## config.mk

```make
export PLATFORM = sky130hd
export DESIGN_NAME = exception_ctrl
export DESIGN_NICKNAME = d
export VERILOG_FILES = /design/src/rtl/exception_ctrl.sv
export SDC_FILE = /design/constraint.sdc
export NUM_CORES = 1
export LEC_CHECK = 0
export CORE_AREA = 3 3 117 119
export CTS_CLUSTER_DIAMETER = 50
export DETAILED_ROUTE_END_ITERATION = 12
export DIE_AREA = 0 0 120 122
export PLACE_DENSITY = 0.72
export SYNTH_ARGS = -nofsm -noshare
export SYNTH_HDL_FRONTEND = slang
export SYNTH_SLANG_ARGS = --single-unit
```

## constraint.sdc

```tcl
create_clock -name clk -period 3.2 [get_ports clk]
set_input_delay 0.32 -clock clk [delete_from_list [all_inputs] [get_ports clk]]
set_output_delay 0.32 -clock clk [all_outputs]
set_load 0.01 [all_outputs]
```

## src/rtl/exception_ctrl.sv

```systemverilog
`default_nettype none
// ============================================================================
//  Module      : exception_ctrl
//  Description : MEM-stage exception/interrupt prioritiser and PC redirect
//                controller. Reports the winning cause to CP0, flushes the
//                pipeline and holds the redirect target until fetch accepts.
//  Revision    : 1.0 - initial release
// ============================================================================
module exception_ctrl #(
  parameter logic [31:0] EXC_VECTOR = 32'hBFC00380
) (
  input  logic        clk,
  input  logic        rst,
  // MEM-stage instruction
  input  logic        mem_valid_i,
  input  logic [31:0] mem_pc_i,
  input  logic        mem_in_delayslot_i,
  // Per-instruction fault flags
  input  logic        adel_if_i,
  input  logic        ri_i,
  input  logic        ov_i,
  input  logic        trap_i,
  input  logic        syscall_i,
  input  logic        break_i,
  input  logic        adel_ld_i,
  input  logic        ades_i,
  input  logic        eret_i,
  input  logic [31:0] mem_addr_i,
  // Live CP0 values
  input  logic [31:0] status_i,
  input  logic [31:0] cause_i,
  input  logic [31:0] epc_i,
  // To CP0
  output logic [31:0] excepttype_o,
  output logic [31:0] current_inst_addr_o,
  output logic        is_in_delayslot_o,
  output logic [31:0] bad_addr_o,
  // Redirect interface
  output logic        flush_o,
  output logic [31:0] newpc_o,
  output logic        newpc_valid_o,
  input  logic        pc_ready_i
);

  localparam logic [31:0] c_code_none    = 32'h0000_0000;
  localparam logic [31:0] c_code_int     = 32'h0000_0001;
  localparam logic [31:0] c_code_adel    = 32'h0000_0004;
  localparam logic [31:0] c_code_ades    = 32'h0000_0005;
  localparam logic [31:0] c_code_syscall = 32'h0000_0008;
  localparam logic [31:0] c_code_break   = 32'h0000_0009;
  localparam logic [31:0] c_code_ri      = 32'h0000_000a;
  localparam logic [31:0] c_code_ov      = 32'h0000_000c;
  localparam logic [31:0] c_code_trap    = 32'h0000_000d;
  localparam logic [31:0] c_code_eret    = 32'h0000_000e;

  // Source of the bad virtual address reported alongside the code
  typedef enum logic [1:0] {
    BADA_NONE = 2'd0,
    BADA_PC   = 2'd1,
    BADA_ADDR = 2'd2
  } bada_sel_e;

  typedef enum logic [0:0] {
    IDLE     = 1'b0,
    REDIRECT = 1'b1
  } state_e;

  state_e      state_q, state_d;
  logic [31:0] newpc_q, newpc_d;

  logic        w_int_pend;
  logic [31:0] w_code;
  bada_sel_e   w_bada_sel;
  logic        w_take;

  // Interrupt pending: unmasked request, global enable set, not at exception level
  assign w_int_pend = ((cause_i[15:8] & status_i[15:8]) != 8'h00) &&
                      status_i[0] && !status_i[1];

  // Priority encode the cause; interrupts only attach to a valid idle-state instruction
  always_comb begin
    w_code     = c_code_none;
    w_bada_sel = BADA_NONE;
    if (!rst && mem_valid_i && (state_q == IDLE)) begin
      if (w_int_pend) begin
        w_code = c_code_int;
      end else if (adel_if_i) begin
        w_code     = c_code_adel;
        w_bada_sel = BADA_PC;
      end else if (ri_i) begin
        w_code = c_code_ri;
      end else if (ov_i) begin
        w_code = c_code_ov;
      end else if (trap_i) begin
        w_code = c_code_trap;
      end else if (syscall_i) begin
        w_code = c_code_syscall;
      end else if (break_i) begin
        w_code = c_code_break;
      end else if (adel_ld_i) begin
        w_code     = c_code_adel;
        w_bada_sel = BADA_ADDR;
      end else if (ades_i) begin
        w_code     = c_code_ades;
        w_bada_sel = BADA_ADDR;
      end else if (eret_i) begin
        w_code = c_code_eret;
      end
    end
  end

  assign w_take = (w_code != c_code_none);

  // Next-state and redirect target capture; faults seen in REDIRECT are dropped
  always_comb begin
    state_d = state_q;
    newpc_d = newpc_q;
    case (state_q)
      IDLE: begin
        if (w_take) begin
          state_d = REDIRECT;
          newpc_d = (w_code == c_code_eret) ? epc_i : EXC_VECTOR;
        end
      end
      REDIRECT: begin
        if (pc_ready_i) begin
          state_d = IDLE;
        end
      end
      default: state_d = IDLE;
    endcase
  end

  // State and target registers; reset abandons any pending redirect
  always_ff @(posedge clk) begin
    if (rst) begin
      state_q <= IDLE;
      newpc_q <= 32'h0000_0000;
    end else begin
      state_q <= state_d;
      newpc_q <= newpc_d;
    end
  end

  assign excepttype_o        = w_code;
  assign current_inst_addr_o = mem_pc_i;
  assign is_in_delayslot_o   = mem_in_delayslot_i;
  assign bad_addr_o          = (w_bada_sel == BADA_PC)   ? mem_pc_i   :
                               (w_bada_sel == BADA_ADDR) ? mem_addr_i : 32'h0000_0000;

  // Outputs are gated by rst so they read as idle during the reset cycle itself
  assign flush_o       = !rst && (w_take || (state_q == REDIRECT));
  assign newpc_valid_o = !rst && (state_q == REDIRECT);
  assign newpc_o       = rst ? 32'h0000_0000 : newpc_q;

endmodule
`default_nettype wire

```

# Yosys cells after proc, flatten, opt, wreduce, memory -nomap -nowiden
# Cells that the tools add are included.
# word_totals
ff_bits	33
output_inout_bits	131
inputBits	174
word_cells	47
# classes
n_bitwise	2
eq_ne	3
mux	28
reduce_logical	12
# ops
operator	count
two-way mux 32 bit	5
two-way mux 4 bit	10
== test 32 x 4 -> 1 bit, second input constant	1
nonzero test 32 bit	1
two-way mux 2 bit	10
AND 8 bit	1
nonzero test 8 bit	1
logical AND 1 bit	6
== test 2 x 1 -> 1 bit, second input constant	1
== test 2 bit, second input constant	1
zero test 1 bit	2
two-way mux 1 bit	2
case mux 1 bit (2 select lines)	1
AND reduction 2 bit	1
logical OR 1 bit	1
NOT 1 bit	1

# Longest topological paths before layout
# Gate-level depths: netlist of the first run.
# logic_depth
ltp_word	14
ltp_mapped	6
depth_no_buf	5

# Least setup slack after synthesis of the first run
# Ideal clock, no wire load.
# synth_timing
kind	input to output
startpoint	input port cause_i[8]
endpoint	output port bad_addr_o[10]
required_time_ns	2.880
n_path_buf	1
cell_stages	6
setup_slack_ns	1.247
arrival_time_ns	1.633
path_cell_list	a22o_1 -> a221oi_2 -> a311oi_2 -> nor4_4 -> buf_6 -> a22o_1
# synth_between
elab_chain_len	9
elab_cells_between_ends	10
cone_classes	eq/ne: 2; mux: 4; bitwise: 1; reduce/logical: 3
# synth_rtl
item	line_no	source
start: declaration	31	input logic [31:0] cause_i,
AND 8 bit *	77	assign w_int_pend = ((cause_i[15:8] & status_i[15:8]) != 8'h00) &&
nonzero test 8 bit *	77	
logical AND 1 bit *	77	
logical AND 1 bit *	78	status_i[0] && !status_i[1];
two-way mux 2 bit *	85	if (w_int_pend) begin
two-way mux 2 bit *	84	if (!rst && mem_valid_i && (state_q == IDLE)) begin
== test 2 bit	149	(w_bada_sel == BADA_ADDR) ? mem_addr_i : 32'h0000_0000;
two-way mux 32 bit	149	
two-way mux 32 bit *	148	assign bad_addr_o = (w_bada_sel == BADA_PC) ? mem_pc_i :
end: declaration	37	output logic [31:0] bad_addr_o,
# Every way passes the cells marked *; elsewhere a longest branch is shown, timed or not.

# Worst setup path after layout of the first run
# layout_timing
startpoint	input port ov_i
endpoint	output port bad_addr_o[26]
# layout_between
elab_chain_len	8
elab_cells_between_ends	9
cone_classes	eq/ne: 2; mux: 7
# layout_rtl
item	line_no	source
start: declaration	21	input logic ov_i,
two-way mux 2 bit *	92	end else if (ov_i) begin
two-way mux 2 bit *	90	end else if (ri_i) begin
two-way mux 2 bit *	87	end else if (adel_if_i) begin
two-way mux 2 bit *	85	
two-way mux 2 bit *	84	
== test 2 bit	149	
two-way mux 32 bit	149	
two-way mux 32 bit *	148	
# Marks and branches as above.

==> results of run 1 <==
==> cells in the final DEF, fill, tap and decap left out, types with 3 or more instances in the layout <==
cell type / netlist / layout
inv_1: 25 / 25
clkdlybuf4s50_1: 0 / 228
nor3_1: 4 / 4
nand3_1: 3 / 3
nor2b_1: 13 / 13
a22o_1: 33 / 33
nand2_1: 22 / 22
conb_1: 1 / 28
a21oi_1: 3 / 3
o221a_1: 12 / 12
o2bb2ai_1: 20 / 20
buf_4: 61 / 4
clkbuf_16: 0 / 5
dfxtp_1: 33 / 33
==> final cells by class <==
cell class	count	area share [%]
timing repair buffer	234	50.6
multi-input combinational	161	24.8
sequential	33	14.2
tap	172	4.63
clock buffer	7	3.07
inverter	25	2.02
clock inverter	1	0.646
antenna	1	0.0538
==> stage by stage <==
stage                     instances  worst slack, ns  util (%)  total power (uW)  instance area (um2)
after global routing            633           0.0389      36.7              1440                 4650
final                           634            0.149      36.7              1370                 4650
after detailed placement        625            0.121      35.2               830                 4460
after floorplan                 296             1.25         -               608                 2450
after global placement          625            0.163      35.2               825                 4460
after CTS                       633            0.109      36.6              1400                 4640
==> power breakdown <==
part           internal (uW)  switching, uW  total (uW)
logic                    246            143         389
registers                425           7.01         432
clock network            388            165         553
==> cell families after synthesis <==
logic type	Yosys count	synth area share, %
AOI/OAI and AO/OA	80	31.6
buffers and inverters	102	27.8
DFF	33	28.1
other	1	0.160
and+or+nand+nor	53	12.3
==> registers in the layout, indices dropped and copies added (netlist names) <==
register  flops
newpc_q      32
state_q       1
==> worst max-delay path, cell delays in order <==
cell and delay (ns):
clkdlybuf4s50_1 0.49, nor4_4 0.36, and2b_1 0.21, o21ai_0 0.17, nor4_4 0.22, buf_12 0.22, a22o_1 0.18, clkdlybuf4s50_1 0.55
==> layer usage <==
metal / part of all wire (%) / global-route usage, % / wire length [um]
met5: 0 / 0 / 0
met3: 10 / 3.99 / 972
met2: 55 / 24.5 / 5180
met4: 1.0 / 1.79 / 99
met1: 34 / 12.0 / 3230
==> timing repair <==
action                                  CTS  global route
buffers inserted                          0             0
gates resized for setup                   0             1
endpoints found under the setup margin    0             1
endpoints found under the hold margin     0             0
==> path summary, 6_finish.rpt <==
| path | start | to | cells after the start |
|---|---|---|---|
| max | ov_i | bad_addr_o[26] | 8 |
| max reg2reg | state_q | newpc_q[31] | 5 |
| min | newpc_q[18] | newpc_q[18] | 2 |
| min reg2reg | newpc_q[18] | newpc_q[18] | 2 |
==> flow_summary_export.csv, run 1 <==
group,metric,value,unit
power,powerDensity,296,mW/mm2
floorplan,die_w,120,um
final_layout,n_fill_cell,1285,
detailed_routing,viasPerCell,4.16,
sta,rsz0062_at_grt,"no",
final_layout,nets,634,
clock_network,cts_tree,"yes",
setup_path,end_kind,"output port",
sta,fmax,0.328,GHz
clock_network,cts_buffer_depth,2,
power,p_leak,0.00184,uW
grt,grt_max_degree,34,
setup_path,critPathMaxFanout,32,
floorplan,die_h,122,um
synthesis,ys_seq_area_share,28.1,%
synthesis,synthArstFlopShare,0,%
synthesis,synth_common_cells,"buf_4, a22o_1, dfxtp_1",
sta,max_slew_margin,63.7,%
sta,tightest_slew,0.544,ns
sta,drv_slew,0,
placed_design,portBuffers,228,
placed_design,place_congestion,0.777,
clock_network,htreeDepth,2,
synthesis,synth_warnings,0,
setup_path,cp-start-kind,"input port",
synthesis,syn_avg_cell_area,8.73,um2
placed_design,dpl.hpwl,8180,um
detailed_routing,drc_errors,0,
sta,finClkSkew,0.00490,ns
status,outcome,"completed",
hold_path,hold_class,"register to register",
synthesis,synth_flop_cell,"dfxtp_1",
clock_network,cts_hold_buf,0,
synthesis,synth.most_common_cell,"buf_4",
floorplan,io_pins,305,
sta,final_hold_viol_count,0,
synthesis,netlist_instances,269,
floorplan,coreArea,0.0127,mm2
clock_network,clock-sinks,33,
clock_network,root_buffer,"clkbuf_16",
synthesis,synth_edf_count,0,
setup_path,r2r_setup_slack,1.08,ns
grt,grt_overflow,0,
grt,grt_pass1_vias,2686,
setup_path,crit_type,"input port to output port",
flow_run,drv_cap,0,
floorplan,row_count,41,
detailed_routing,routed_wl,9480,um
synthesis,ys_top_cells_by_area,"dfxtp_1, buf_4, a22o_1, o2bb2ai_1, o221a_1",
setup_path,cp.arrival,2.73,ns
clock_network,clk_pin_slew_worst_paths,0.05,ns
setup_path,required,2.88,ns
synthesis,synth_top_cell_area_share,28.1,%
sta,timing.final.crit_period,3.05,ns
detailed_routing,drtPass1Iterations,6,
synthesis,yosysUniqueCellTypes,36,
synthesis,yosysTopAreaCell,"dfxtp_1",
grt,antenna_found_initial,0,
final_layout,drive_above_1_share,4.77,%
power,ir_drop,0.172,mV
synthesis,syn_area,0.00235,mm2
final_layout,area_growth,98.0,%
floorplan,initial_utilization,18.5,%
detailed_routing,ant_nets,0,
synthesis,synth_seq_cells,33,
final_layout,multi_input_area,0.00115,mm2
detailed_routing,drt_first_iter_violations,63,
clock_network,cts_made_buffers,5,
floorplan,die_area,0.0146,mm2
sta,finalCritPeriodShare,95.3,%
final_layout,regArea,661,um2
grt,grt_pass1_wl,14200,um
grt,grt_util_all_layers,12.1,%
clock_network,clock_latency,0.27,ns
sta,finalSetupViolCount,0,
detailed_routing,drt-wirelength-per-cell,15.0,um
sta,setup_tns,0,ns
detailed_routing,vias,2635,
sta,holdWs,0.459,ns
(Power assumes the default switching activity.)
==> run 2: changes to the inputs <==
==> constraint.sdc (replaced) <==
create_clock -name clk -period 3.8 [get_ports clk]
set_input_delay 0.38 -clock clk [delete_from_list [all_inputs] [get_ports clk]]
set_output_delay 0.38 -clock clk [all_outputs]
set_load 0.01 [all_outputs]
==> flow_summary_export.csv, run 2 (same netlist as run 1, synthesis figures left out) <==
group,metric,value,unit
setup_path,end_kind,"output port",
hold_path,worstHoldPathCells,1,
clock_network,htreeDepth,2,
detailed_routing,drt-wirelength-per-cell,14.9,um
sta,final_hold_viol_count,0,
floorplan,initial_utilization,18.5,%
clock_network,post_cts_buffers,0,
sta,tightest_slew,0.910,ns
hold_path,hold_end,"state_q",
sta,setup_tns,0,ns
final_layout,area_growth,95.8,%
final_layout,regArea,661,um2
grt,grt_pass1_wl,14000,um
placed_design,dpl.hpwl,8100,um
setup_path,cpMostUsedCell,"clkdlybuf4s50_1",
clock_network,cts_tree,"yes",
placed_design,pre_cts_ws,0.528,ns
final_layout,n_fill_cell,1305,
detailed_routing,viasPerCell,4.06,
sta,drv_slew,0,
clock_network,cts_resized,0,
sta,finalSetupViolCount,0,
setup_path,cp_slowest_stage_delay,0.55,ns
final_layout,final_cell_mix,"clkdlybuf4s50_1, a22o_1, dfxtp_1",
floorplan,row_count,41,
final_layout,instances_no_fill,631,
setup_path,cp.arrival,2.90,ns
clock_network,cts_buffer_depth,2,
setup_path,cp_top_family,"buffers and inverters",
clock_network,clk_pin_slew_worst_paths,0.05,ns
final_layout,nets,632,
setup_path,cp-start-kind,"input port",
detailed_routing,vias,2564,
floorplan,coreArea,0.0127,mm2
floorplan,die_h,122,um
setup_path,rr_worst_depth,5,
sta,fmax,0.304,GHz
setup_path,r2r-end,"newpc_q[23]",
sta,rsz0062_at_grt,"no",
floorplan,die_area,0.0146,mm2
final_layout,regMostFlops,"newpc_q",
final_layout,layout_commonest_cell,"clkdlybuf4s50_1",
final_layout,fin_util,36.3,%
sta,setup_ws,0.516,ns
placed_design,portBuffers,228,
setup_path,required,3.42,ns
final_layout,n_antenna_cell,0,
sta,finalCritPeriodShare,86.4,%
setup_path,cp_slowest_cell,"clkdlybuf4s50_1",
sta,timing.final.crit_period,3.28,ns
detailed_routing,drtPass1Iterations,4,
hold_path,hold_class,"register to register",
final_layout,largest_reg_flops,32,
hold_path,min-delay-start,"state_q",
detailed_routing,routed_wl,9410,um
sta,max_slew_margin,39.3,%
flow_run,drv_cap,0,
floorplan,io_pins,305,
power,ir_drop,0.177,mV
grt,antenna_found_initial,0,
status,outcome,"completed",
setup_path,critPathBufInv,3,
setup_path,cp.depth,8,
detailed_routing,ant_nets,0,
detailed_routing,drt_first_iter_violations,34,
clock_network,cts_hold_buf,0,
setup_path,startpoint,"ov_i",
final_layout,drive_above_1_share,4.58,%
setup_path,critPathMaxFanout,32,
detailed_routing,drc_errors,0,
floorplan,die_w,120,um
final_layout,top_regs,"newpc_q (32), state_q (1)",
setup_path,crit_chain,"clkdlybuf4s50_1, nor4_2, and2b_1, o21ai_0, nor4_4, buf_4, a22o_1, clkdlybuf4s50_1",
clock_network,clock_latency,0.27,ns
power,p_leak,0.00182,uW
clock_network,clock-sinks,33,
clock_network,cts_made_buffers,5,
setup_path,r2r_setup_slack,1.64,ns
grt,grt_max_degree,34,
placed_design,placedCellCount,623,
grt,grt_pass1_vias,2668,
grt,grt_util_all_layers,11.9,%
placed_design,place_congestion,0.774,
grt,grt_overflow,0,
sta,finClkSkew,0.00214,ns
final_layout,multi_input_area,0.00114,mm2
clock_network,root_buffer,"clkbuf_16",
power,finalPower,1150,uW
setup_path,crit_type,"input port to output port",
power,powerDensity,250,mW/mm2
setup_path,r2r_start,"state_q",
==> run 2: cell count changes in the layout (fill, tap and decap cells not counted), sizes merged <==
| cell | before | now |
|---|---|---|
| clkinvlp | 0 | 1 |
| buf | 6 | 4 |
| clkbuf | 7 | 5 |
| clkinv | 0 | 1 |
| diode | 1 | 0 |
==> run 2: worst register-to-register path, cell delays in order (launching register included) <==
cell and delay, ns:
dfxtp_1 0.31, nor2_1 0.19, nand2_1 0.26, nor4_1 0.39, nand3_1 0.48, o221a_1 0.40
==> run 2: per-layer routing <==
layer,track usage (%),wire length (um),up-vias
li1,-,-,1246
met1,12.1,3270,1173
met2,24.2,5160,145
met3,3.99,979,0
met4,0.859,0,0
met5,0,0,-
==> run 2: worst max path at each step <==
stage	to	slack (ns)
2_1_floorplan	bad_addr_o[10]	1.73
3_5_place_dp	bad_addr_o[26]	0.53
5_1_grt	bad_addr_o[26]	0.34
3_3_place_gp	bad_addr_o[26]	0.54
4_1_cts	bad_addr_o[26]	0.52
6_report	bad_addr_o[26]	0.52
==> run 2: power by group <==
group          internal, uW  switching, uW
clock                   310            150
sequential              358           5.78
combinational           205            119
total                   873            275
==> run 2: metrics by stage <==
stage	hold slack, ns	cell area [um2]
floorplan	0.425	2450
global placement	0.443	4420
detailed placement	0.452	4420
CTS	0.459	4600
global route	0.489	4600
finish	0.459	4600
==> run 2: cell type report <==
type	instances	area share (%)
multi-input combinational	161	24.9
clock inverter	3	1.01
clock buffer	5	2.72
inverter	25	2.04
timing repair buffer	232	50.3
sequential	33	14.4
tap	172	4.68
